===== src/rtl/tomasulo_pkg.sv =====
// Shared types and constants for the Tomasulo register-status logic.
package tomasulo_pkg;

  localparam int unsigned NREG = 32;
  localparam int unsigned REGW = 5;
  localparam int unsigned TAGW = 6;
  localparam int unsigned NRS  = 16;

  typedef logic [REGW-1:0] regidx_t;
  typedef logic [TAGW-1:0] tag_t;

  // Tags 0..15 name RS slots; READY_TAG means "value lives in the register file".
  localparam tag_t RS_TAG_MAX = tag_t'(NRS - 1);
  localparam tag_t READY_TAG  = 6'd16;

  typedef enum logic [0:0] {
    StIdle,
    StFlush
  } rs_state_e;

  function automatic logic tag_legal(input tag_t t);
    return (t <= RS_TAG_MAX) || (t == READY_TAG);
  endfunction

endpackage


===== src/rtl/regstatus_lookup.sv =====
// One source-operand lookup port into the register-status table, with CDB bypass.
module regstatus_lookup
  import tomasulo_pkg::*;
#(
  parameter bit ZERO_RO = 1'b1
) (
  input  tag_t [NREG-1:0] i_table,
  input  regidx_t         i_rs,
  input  logic            i_cdb_valid,
  input  tag_t            i_cdb_tag,
  output tag_t            o_q
);

  tag_t w_entry;

  // Select the entry, then override with READY when r0 or the producer completes now.
  always_comb begin
    w_entry = i_table[i_rs];
    o_q     = w_entry;
    if (ZERO_RO && (i_rs == '0)) begin
      o_q = READY_TAG;
    end else if (i_cdb_valid && (w_entry == i_cdb_tag)) begin
      o_q = READY_TAG;
    end
  end

endmodule


===== src/rtl/regstatus_ctrl.sv =====
// Register-status table owner: rename, CDB wakeup, dual lookup and flush walk.
module regstatus_ctrl
  import tomasulo_pkg::*;
#(
  parameter bit ZERO_RO = 1'b1
) (
  input  logic            clk,
  input  logic            rst,
  input  logic            iss_valid,
  output logic            iss_ready,
  input  logic [REGW-1:0] iss_rd,
  input  logic [TAGW-1:0] iss_tag,
  input  logic [REGW-1:0] iss_rs1,
  input  logic [REGW-1:0] iss_rs2,
  output logic [TAGW-1:0] q1,
  output logic [TAGW-1:0] q2,
  input  logic            cdb_valid,
  input  logic [TAGW-1:0] cdb_tag,
  input  logic            flush_req,
  output logic            flush_busy
);

  tag_t [NREG-1:0] r_table;
  tag_t [NREG-1:0] w_table_d;
  rs_state_e       r_state;
  rs_state_e       w_state_d;
  regidx_t         r_idx;
  regidx_t         w_idx_d;
  logic            w_rename;

  // A flush request in the same cycle beats a rename.
  assign iss_ready  = (r_state == StIdle) && !flush_req;
  assign flush_busy = (r_state == StFlush);
  // r0 renames complete the handshake but never touch the table.
  assign w_rename   = iss_valid && iss_ready && !(ZERO_RO && (iss_rd == '0));

  // Flush walk sequencing: one entry per cycle, re-requests ignored while walking.
  always_comb begin
    w_state_d = r_state;
    w_idx_d   = r_idx;
    unique case (r_state)
      StIdle: begin
        if (flush_req) begin
          w_state_d = StFlush;
          w_idx_d   = '0;
        end
      end
      StFlush: begin
        w_idx_d = r_idx + 1'b1;
        if (r_idx == regidx_t'(NREG - 1)) begin
          w_state_d = StIdle;
        end
      end
    endcase
  end

  // Per-entry next value; later assignments take priority (rename is the newest producer).
  always_comb begin
    for (int i = 0; i < NREG; i++) begin
      w_table_d[i] = r_table[i];
      if (cdb_valid && (cdb_tag != READY_TAG) && (r_table[i] == cdb_tag)) begin
        w_table_d[i] = READY_TAG;
      end
      if ((r_state == StFlush) && (r_idx == regidx_t'(i))) begin
        w_table_d[i] = READY_TAG;
      end
      if (w_rename && (iss_rd == regidx_t'(i))) begin
        w_table_d[i] = iss_tag;
      end
    end
  end

  // State, walk index and table registers with synchronous reset.
  always_ff @(posedge clk) begin
    if (rst) begin
      r_state <= StIdle;
      r_idx   <= '0;
      r_table <= {NREG{READY_TAG}};
    end else begin
      r_state <= w_state_d;
      r_idx   <= w_idx_d;
      r_table <= w_table_d;
    end
  end

  // Only RS slot tags or READY may be written by a committed rename.
  always_ff @(posedge clk) begin
    if (!rst && iss_valid && iss_ready) begin
      assert (tag_legal(iss_tag));
    end
  end

  regstatus_lookup #(
    .ZERO_RO(ZERO_RO)
  ) u_lookup_rs1 (
    .i_table    (r_table),
    .i_rs       (iss_rs1),
    .i_cdb_valid(cdb_valid),
    .i_cdb_tag  (cdb_tag),
    .o_q        (q1)
  );

  regstatus_lookup #(
    .ZERO_RO(ZERO_RO)
  ) u_lookup_rs2 (
    .i_table    (r_table),
    .i_rs       (iss_rs2),
    .i_cdb_valid(cdb_valid),
    .i_cdb_tag  (cdb_tag),
    .o_q        (q2)
  );

endmodule


===== config.mk =====
export PLATFORM = sky130hd
export DESIGN_NAME = regstatus_ctrl
export DESIGN_NICKNAME = d
export VERILOG_FILES = /design/src/rtl/tomasulo_pkg.sv /design/src/rtl/regstatus_lookup.sv /design/src/rtl/regstatus_ctrl.sv
export SDC_FILE = /design/constraint.sdc
export NUM_CORES = 1
export LEC_CHECK = 0
export ABC_AREA = 0
export CAP_MARGIN = 5
export CELL_PAD_IN_SITES_DETAIL_PLACEMENT = 0
export CELL_PAD_IN_SITES_GLOBAL_PLACEMENT = 1
export CORE_ASPECT_RATIO = 1.2
export CORE_UTILIZATION = 30
export DETAILED_ROUTE_END_ITERATION = 10
export PLACE_DENSITY = 0.65
export SETUP_SLACK_MARGIN = 0.05
export SLEW_MARGIN = 20
export SYNTH_ARGS = -nofsm -noshare
export SYNTH_HDL_FRONTEND = slang
export SYNTH_SLANG_ARGS = --single-unit

===== constraint.sdc =====
create_clock -name clk -period 3.7 [get_ports clk]
set_clock_uncertainty 0.1 [all_clocks]
set_input_delay 0.74 -clock clk [delete_from_list [all_inputs] [get_ports clk]]
set_output_delay 0.74 -clock clk [all_outputs]
set_load 0.01 [all_outputs]

==> insert_results.sql <==
INSERT INTO impl_metrics (metric_group, metric, value, unit) VALUES
('yosys', 'synth-seq-cells', '198', ''),
('global_route', 'grt_antenna_before_repair', '0', ''),
('yosys', 'post_synth.cell_area_avg', '9.24', 'sq um'),
('routing', 'detail_route.drc_violations', '0', ''),
('yosys', 'synth_cells', '1424', ''),
('global_route', 'grt_util_all_layers', '25.7', '%'),
('timing', 'slew-limit-headroom', '44.2', '%'),
('timing', 'slew_viol_final', '0', ''),
('yosys', 'synth_most_common_cell', 'nor2_1', ''),
('yosys', 'synth_fp_nets', '1462', ''),
('floorplan', 'core_area', '43000', 'sq um'),
('worst_setup_path', 'cp_slowest_cell', 'or4_4', ''),
('worst_setup_path', 'ff2ff_path_depth', '7', ''),
('yosys', 'synth.cells.most_frequent', 'nor2_1 (224), dfxtp_1 (198), a22oi_1 (167), xnor2_1 (133), mux4_2 (74)', ''),
('power', 'power.share.clock', '39.2', '%'),
('worst_setup_path', 'critPathMostFrequentCell', 'buf_12', ''),
('clocking', 'ctsHtreeMaxLevel', '4', ''),
('global_route', 'gr-usage-met3', '3.98', '%'),
('global_route', 'global_route.peak_usage_layer', 'met2', ''),
('cells_and_area', 'fin_util', '40.3', '%'),
('timing', 'final.period_utilization', '110', '%'),
('yosys', 'synth.top_cells.by_area', 'dfxtp_1 (30%), mux4_2 (13%), a22oi_1 (9.5%), xnor2_1 (8.9%), nor2_1 (6.4%)', ''),
('global_route', 'global_routing_usage_on_met1', '33.2', '%'),
('floorplan', 'std_cell_rows', '83', ''),
('global_route', 'grt_pass1_vias', '12800', ''),
('global_route', 'use_met2', '40.6', '%'),
('timing', 'setup_viol', '12', ''),
('timing', 'maxClockFrequency', '246', 'MHz'),
('clocking', 'ctsHoldBuffers', '0', ''),
('yosys', 'yosysWarnings', '0', ''),
('worst_setup_path', 'critical_path_required', '2860', 'ps'),
('global_route', 'largest_net_degree_at_the_start_of_global_routing', '70', ''),
('timing', 'min_period', '4070', 'ps'),
('yosys', 'dominantRegCellSynth', 'dfxtp_1', ''),
('clocking', 'ctsLongestPathBuffers', '2', ''),
('yosys', 'synth.top_cell.area_share', '30.1', '%'),
('floorplan', 'ports', '46', ''),
('yosys', 'synth.lib_cells_used.distinct', '66', ''),
('routing', 'total_number_of_vias', '13200', ''),
('yosys', 'async_reset_ff_share', '0', '%'),
('yosys', 'synth_edf_count', '0', ''),
('run_status', 'violated_checks', 'setup timing', ''),
('clocking', 'clk_transition_reported_paths', '80', 'ps'),
('timing', 'layout_setup_ws', '-366', 'ps'),
('routing', 'avgRoutedWirePerCell', '25.2', 'microns'),
('floorplan', 'fp.dieArea', '44700', 'sq um'),
('routing', 'drt.antenna.violating_nets', '0', ''),
('clocking', 'clock_sinks', '198', ''),
('yosys', 'synth.yosys.seq_area_share', '30.1', '%'),
('worst_setup_path', 'critical_path.startpoint_type', 'primary input', ''),
('routing', 'routed_wirelength', '56900', 'microns'),
('power', 'power_report.internal_total', '3470', 'uW'),
('cells_and_area', 'final_nets', '1729', ''),
('power', 'swShare', '30.2', '%'),
('cells_and_area', 'areaGrowthSynthToFinish', '31.6', '%'),
('worst_setup_path', 'worstPathMaxFanout', '8', ''),
('run', 'maxCapViolCount', '0', ''),
('run_status', 'outcome', 'finished, violations left', ''),
('power', 'switching_power', '1500', 'uW'),
('timing', 'unrepaired_setup_endpoints_after_global_routing', 'true', ''),
('routing', 'via_per_inst', '5.87', ''),
('timing', 'tightestPinTransition', '837', 'ps'),
('global_route', 'overflow', '0', ''),
('floorplan', 'floorplan.die.height', '231', 'microns'),
('power', 'combPwrFrac', '17.6', '%'),
('placed_design', 'dp_cell_count', '2196', ''),
('cells_and_area', 'antenna-diode-count', '0', ''),
('cells_and_area', 'finish.cell_count_without_fillers', '2256', ''),
('worst_setup_path', 'critical_path.max_stage_delay', '580', 'ps'),
('yosys', 'synth_area', '13200', 'sq um'),
('worst_setup_path', 'arrival', '3230', 'ps');
layout make-up:
cell class | count | area, sq um
Tap cell | 552 | 691
Timing Repair Buffer | 368 | 3110
Clock buffer | 17 | 425
Sequential cell | 198 | 3960
Inverter | 45 | 169
Multi-Input combinational cell | 1061 | 8790
Fill cell | 4298 | 25700
Clock inverter | 15 | 164
worst max-delay path, delay by kind of cell:
family	cells	cell delay, ps
compound gates	2	470
simple gates	3	1040
mux	1	510
buf+inv	4	460
placed cells by master (no fill, tap or decap), types with 19 or more instances in the layout:
| cell type | instances |
|---|---|
| xnor2_1 | 131 |
| nand2_1 | 19 |
| a22oi_1 | 163 |
| nor2_1 | 221 |
| nand2b_1 | 43 |
| nand4_1 | 33 |
| xor2_1 | 65 |
| clkdlybuf4s50_1 | 19 |
| buf_4 | 295 |
| o32ai_1 | 24 |
| inv_1 | 45 |
| nor3_1 | 45 |
| mux2i_1 | 41 |
| nor4_1 | 33 |
| mux4_2 | 77 |
| dfxtp_1 | 198 |
stage by stage:
stage               worst slack (ps)  setup TNS, ps  cell area, sq um  power, uW
floorplan                      -2.82          -2.82             13200       2650
detailed placement             -1180         -12160             16100       2980
global route                    -439          -4660             17300       5110
finish                          -366          -3690             17300       4970
CTS                             -446          -3990             17100       4950
global placement               -1210         -12210             16100       2970
repair_timing:
action,in CTS,in global routing
resized for setup,126,31
pin swaps,22,23
endpoints found under the setup margin,12,12
hold endpoints to repair,0,0
cloned,2,0
buffers inserted,19,9
state kept, by name, indices dropped and copies added (netlist names):
signal	cells
r_idx	5
flush_busy	1
r_table	192
metal layers:
metal  share of wire (%)  up-vias
met5                   0        -
met4                 5.4        0
met3                 7.2      179
met2                  46      696
met1                  41     6574
li1                    -     5784
power by group through the flow:
stage / registers (uW) / logic, uW / clock network, uW
3_5_place_dp: 2200 / 781 / 0
2_1_floorplan: 2190 / 451 / 0
6_report: 2150 / 873 / 1950
3_3_place_gp: 2200 / 776 / 0
5_1_grt: 2150 / 908 / 2050
4_1_cts: 2150 / 835 / 1970
worst paths after layout:
| kind | from | end | slack [ps] |
|---|---|---|---|
| min | r_table[1]$_SDFFE_PP0P_ | r_table[1]$_SDFFE_PP0P_ | 430 |
| min reg2reg | r_table[1]$_SDFFE_PP0P_ | r_table[1]$_SDFFE_PP0P_ | 430 |
| max | iss_rs1[0] | q1[0] | -370 |
| max reg2reg | flush_busy$_SDFF_PP0_ | r_table[11]$_SDFFE_PP0P_ | 1210 |
cell families (layout without fill, tap and decap cells):
logic type      after synthesis  in the layout  synth area share, %
compound gates              264            264                 15.5
xor+xnor                    199            199                 13.2
fa+ha+maj                     6              6                0.570
buf+inv                     165            445                 5.66
flops                       198            198                 30.1
mux                         127            127                 17.7
simple gates                465            465                 17.3
(Power assumes the default switching activity.)
==> patch, RTL diff (config.mk and constraints unchanged) <==
`ZERO_RO` is set to 1'b1 in 2 places; all go to 1'b0.
--- a/src/rtl/regstatus_lookup.sv
+++ b/src/rtl/regstatus_lookup.sv
@@ -4,3 +4,3 @@
 #(
-  parameter bit ZERO_RO = 1'b1
+  parameter bit ZERO_RO = 1'b0
 ) (
--- a/src/rtl/regstatus_ctrl.sv
+++ b/src/rtl/regstatus_ctrl.sv
@@ -4,3 +4,3 @@
 #(
-  parameter bit ZERO_RO = 1'b1
+  parameter bit ZERO_RO = 1'b0
 ) (
Check against the original RTL: not equivalent (Yosys sat finds a counterexample within 4 cycles, from zero or initial values and one cycle with rst high).
==> patch against the unedited design <==
Worst setup slack improved by 0.13 ns. Power grew 2.7%. Final area decreased by 0.28%. Synthesized cell count shrank 1.7%. First-iteration DRC count increased by 11%. The run still ends with negative setup slack left. Via count up 1.2%. Core utilization decreased by 0.21 points. Sequential cell count unchanged. Register-to-register slack got worse by 0.27 ns. Wire length increased by 7.1%. Area after synthesis is 0.37% higher. Global-route usage grew 1.3 points.
==> patch: results (changes against the unedited design) <==
CP max FO 5 (was 8); DR vias 13390 (was 13230); status finished, violations left (unchanged); RR Endpoint r_table[80] (was r_table[11]); later-pin clock latency in the skew report 0.46 ns (was 0.49 ns); CP arrival 3.10 ns (was 3.23 ns); reg2reg path depth 8 (was 7); Ant. Diodes 1 (was 0); final wirelength 60960 um (was 56900 um); vias in the first global route 13230 (was 12830); 1st-pass router iterations 5 (was 7); filler instances 4229 (was 4298); Setup Viol. Count Final 12 (unchanged); 1st-iter DRT viols 1491 (was 1345); proportion of layout cells with a drive suffix above 1 0.3037 (was 0.3063); Post-DP HPWL 43210 um (was 40290 um); setup_tns -2.135 ns (was -3.689 ns); min-delay src r_table[94] (was r_table[1]); global-route wire length before repair 88970 um (was 83850 um); Multi-In Gates 1074 (was 1061); Max-slew headroom 0.1872 (was 0.4422); sw frac 0.2917 (was 0.3020); comb pwr 0.934 mW (was 0.873 mW); Worst Hold Depth 2 (was 1); fraction of area in multi-input gates 0.5250 (was 0.5077); Non-clk bufs 326 (was 368); Top delay family on crit path buffers and inverters (was simple AND/OR/NAND/NOR gates); part of the power in registers 0.421 (was 0.432); dominant cells by area after synthesis dfxtp_1, mux4_2, a22oi_1 (unchanged); critical path's slowest cell mux4_2 (was or4_4); Data buffer area share 0.1673 (was 0.1798); largest net degree at the start of global routing 96 (was 70); inverters 10 (was 45); Worst path max stage delay 0.56 ns (was 0.58 ns); CP endpoint q1[0] (unchanged); failing checks negative setup slack (unchanged); GRT Overall Usage 0.2699 (was 0.2567); Yosys cell types 62 (was 66); GP Congestion 1.000 (was 0.9722); Pleak 6.290 nW (was 6.573 nW); initial antenna violation count 2 (was 0); worst setup margin -0.2351 ns (was -0.3661 ns); maximum VDD drop 233.3 uV (was 223.5 uV); Fin Hold WS 0.4820 ns (was 0.4299 ns); syn nets 1438 (was 1462); Clock-cell share 0.03564 (was 0.03402); Worst Setup SP iss_rs1[2] (was iss_rs1[0]); Reg2Reg Setup Slack 0.94 ns (was 1.21 ns); post-synthesis sequential area ratio 0.3001 (was 0.3012); synth cell count leaders nor2_1, dfxtp_1, a22oi_1 (unchanged); WHS Endpoint r_table[94] (was r_table[1]); Final Net Count 1665 (was 1729); reg2reg start flush_busy (unchanged); fraction of area in registers 0.2295 (was 0.2288)
-- patch: cell types whose count changed after synthesis, sizes merged, moves of 9 or more --
cell	delta
inv	-35
nand2b	-33
o21bai	+30
o32ai	-25
mux2i	-21
nor2b	+21
nor4	+20
nor2	-12
mux4	+9
-- patch: what timing repair did --
action | CTS | global route
cloned | 6 | 1
gates resized for setup | 169 | 37
buffers inserted | 25 | 7
endpoints found under the setup margin | 12 | 12
pin swaps | 33 | 20
-- patch: stage by stage --
step | std cells | util | area, um^2 | setup slack (ns) | total power, mW
6_report | 2193 | 0.4008 | 17270 | -0.2351 | 5.103
5_1_grt | 2192 | 0.4007 | 17270 | -0.3123 | 5.243
4_1_cts | 2185 | 0.3961 | 17070 | -0.2706 | 5.094
3_5_place_dp | 2123 | 0.3649 | 15730 | -0.9970 | 2.998
3_3_place_gp | 2123 | 0.3649 | 15730 | -0.9625 | 2.993
2_1_floorplan | 1400 | - | 13230 | 0.05383 | 2.651
-- patch: worst register-to-register path, stage by stage, from the launching register on --
cell and delay, ns:
dfxtp_1 0.30, buf_4 0.22, nor4b_1 0.34, buf_4 0.23, nand3_1 0.40, nor2_1 0.57, nor3_1 0.24, a22oi_1 0.20
nor2_1 0.06
-- patch: kinds of logic (layout without fill, tap and decap cells) --
family / after synthesis / in the layout / synth area share
DFF: 198 / 198 / 0.3001
adders and majority gates: 6 / 6 / 0.005683
other: 0 / 1 / 0
xor gates and xnor gates: 199 / 199 / 0.1320
buffers and inverters: 128 / 368 / 0.04443
and+or+nand+nor: 459 / 459 / 0.1741
muxes: 116 / 116 / 0.1756
AOI/OAI and AO/OA: 294 / 294 / 0.1681
-- patch: metal layers --
metal,wire length (um),track usage
met3,5082,0.05054
met4,3967,0.1640
met5,0,0
met2,28290,0.4445
met1,23620,0.3274
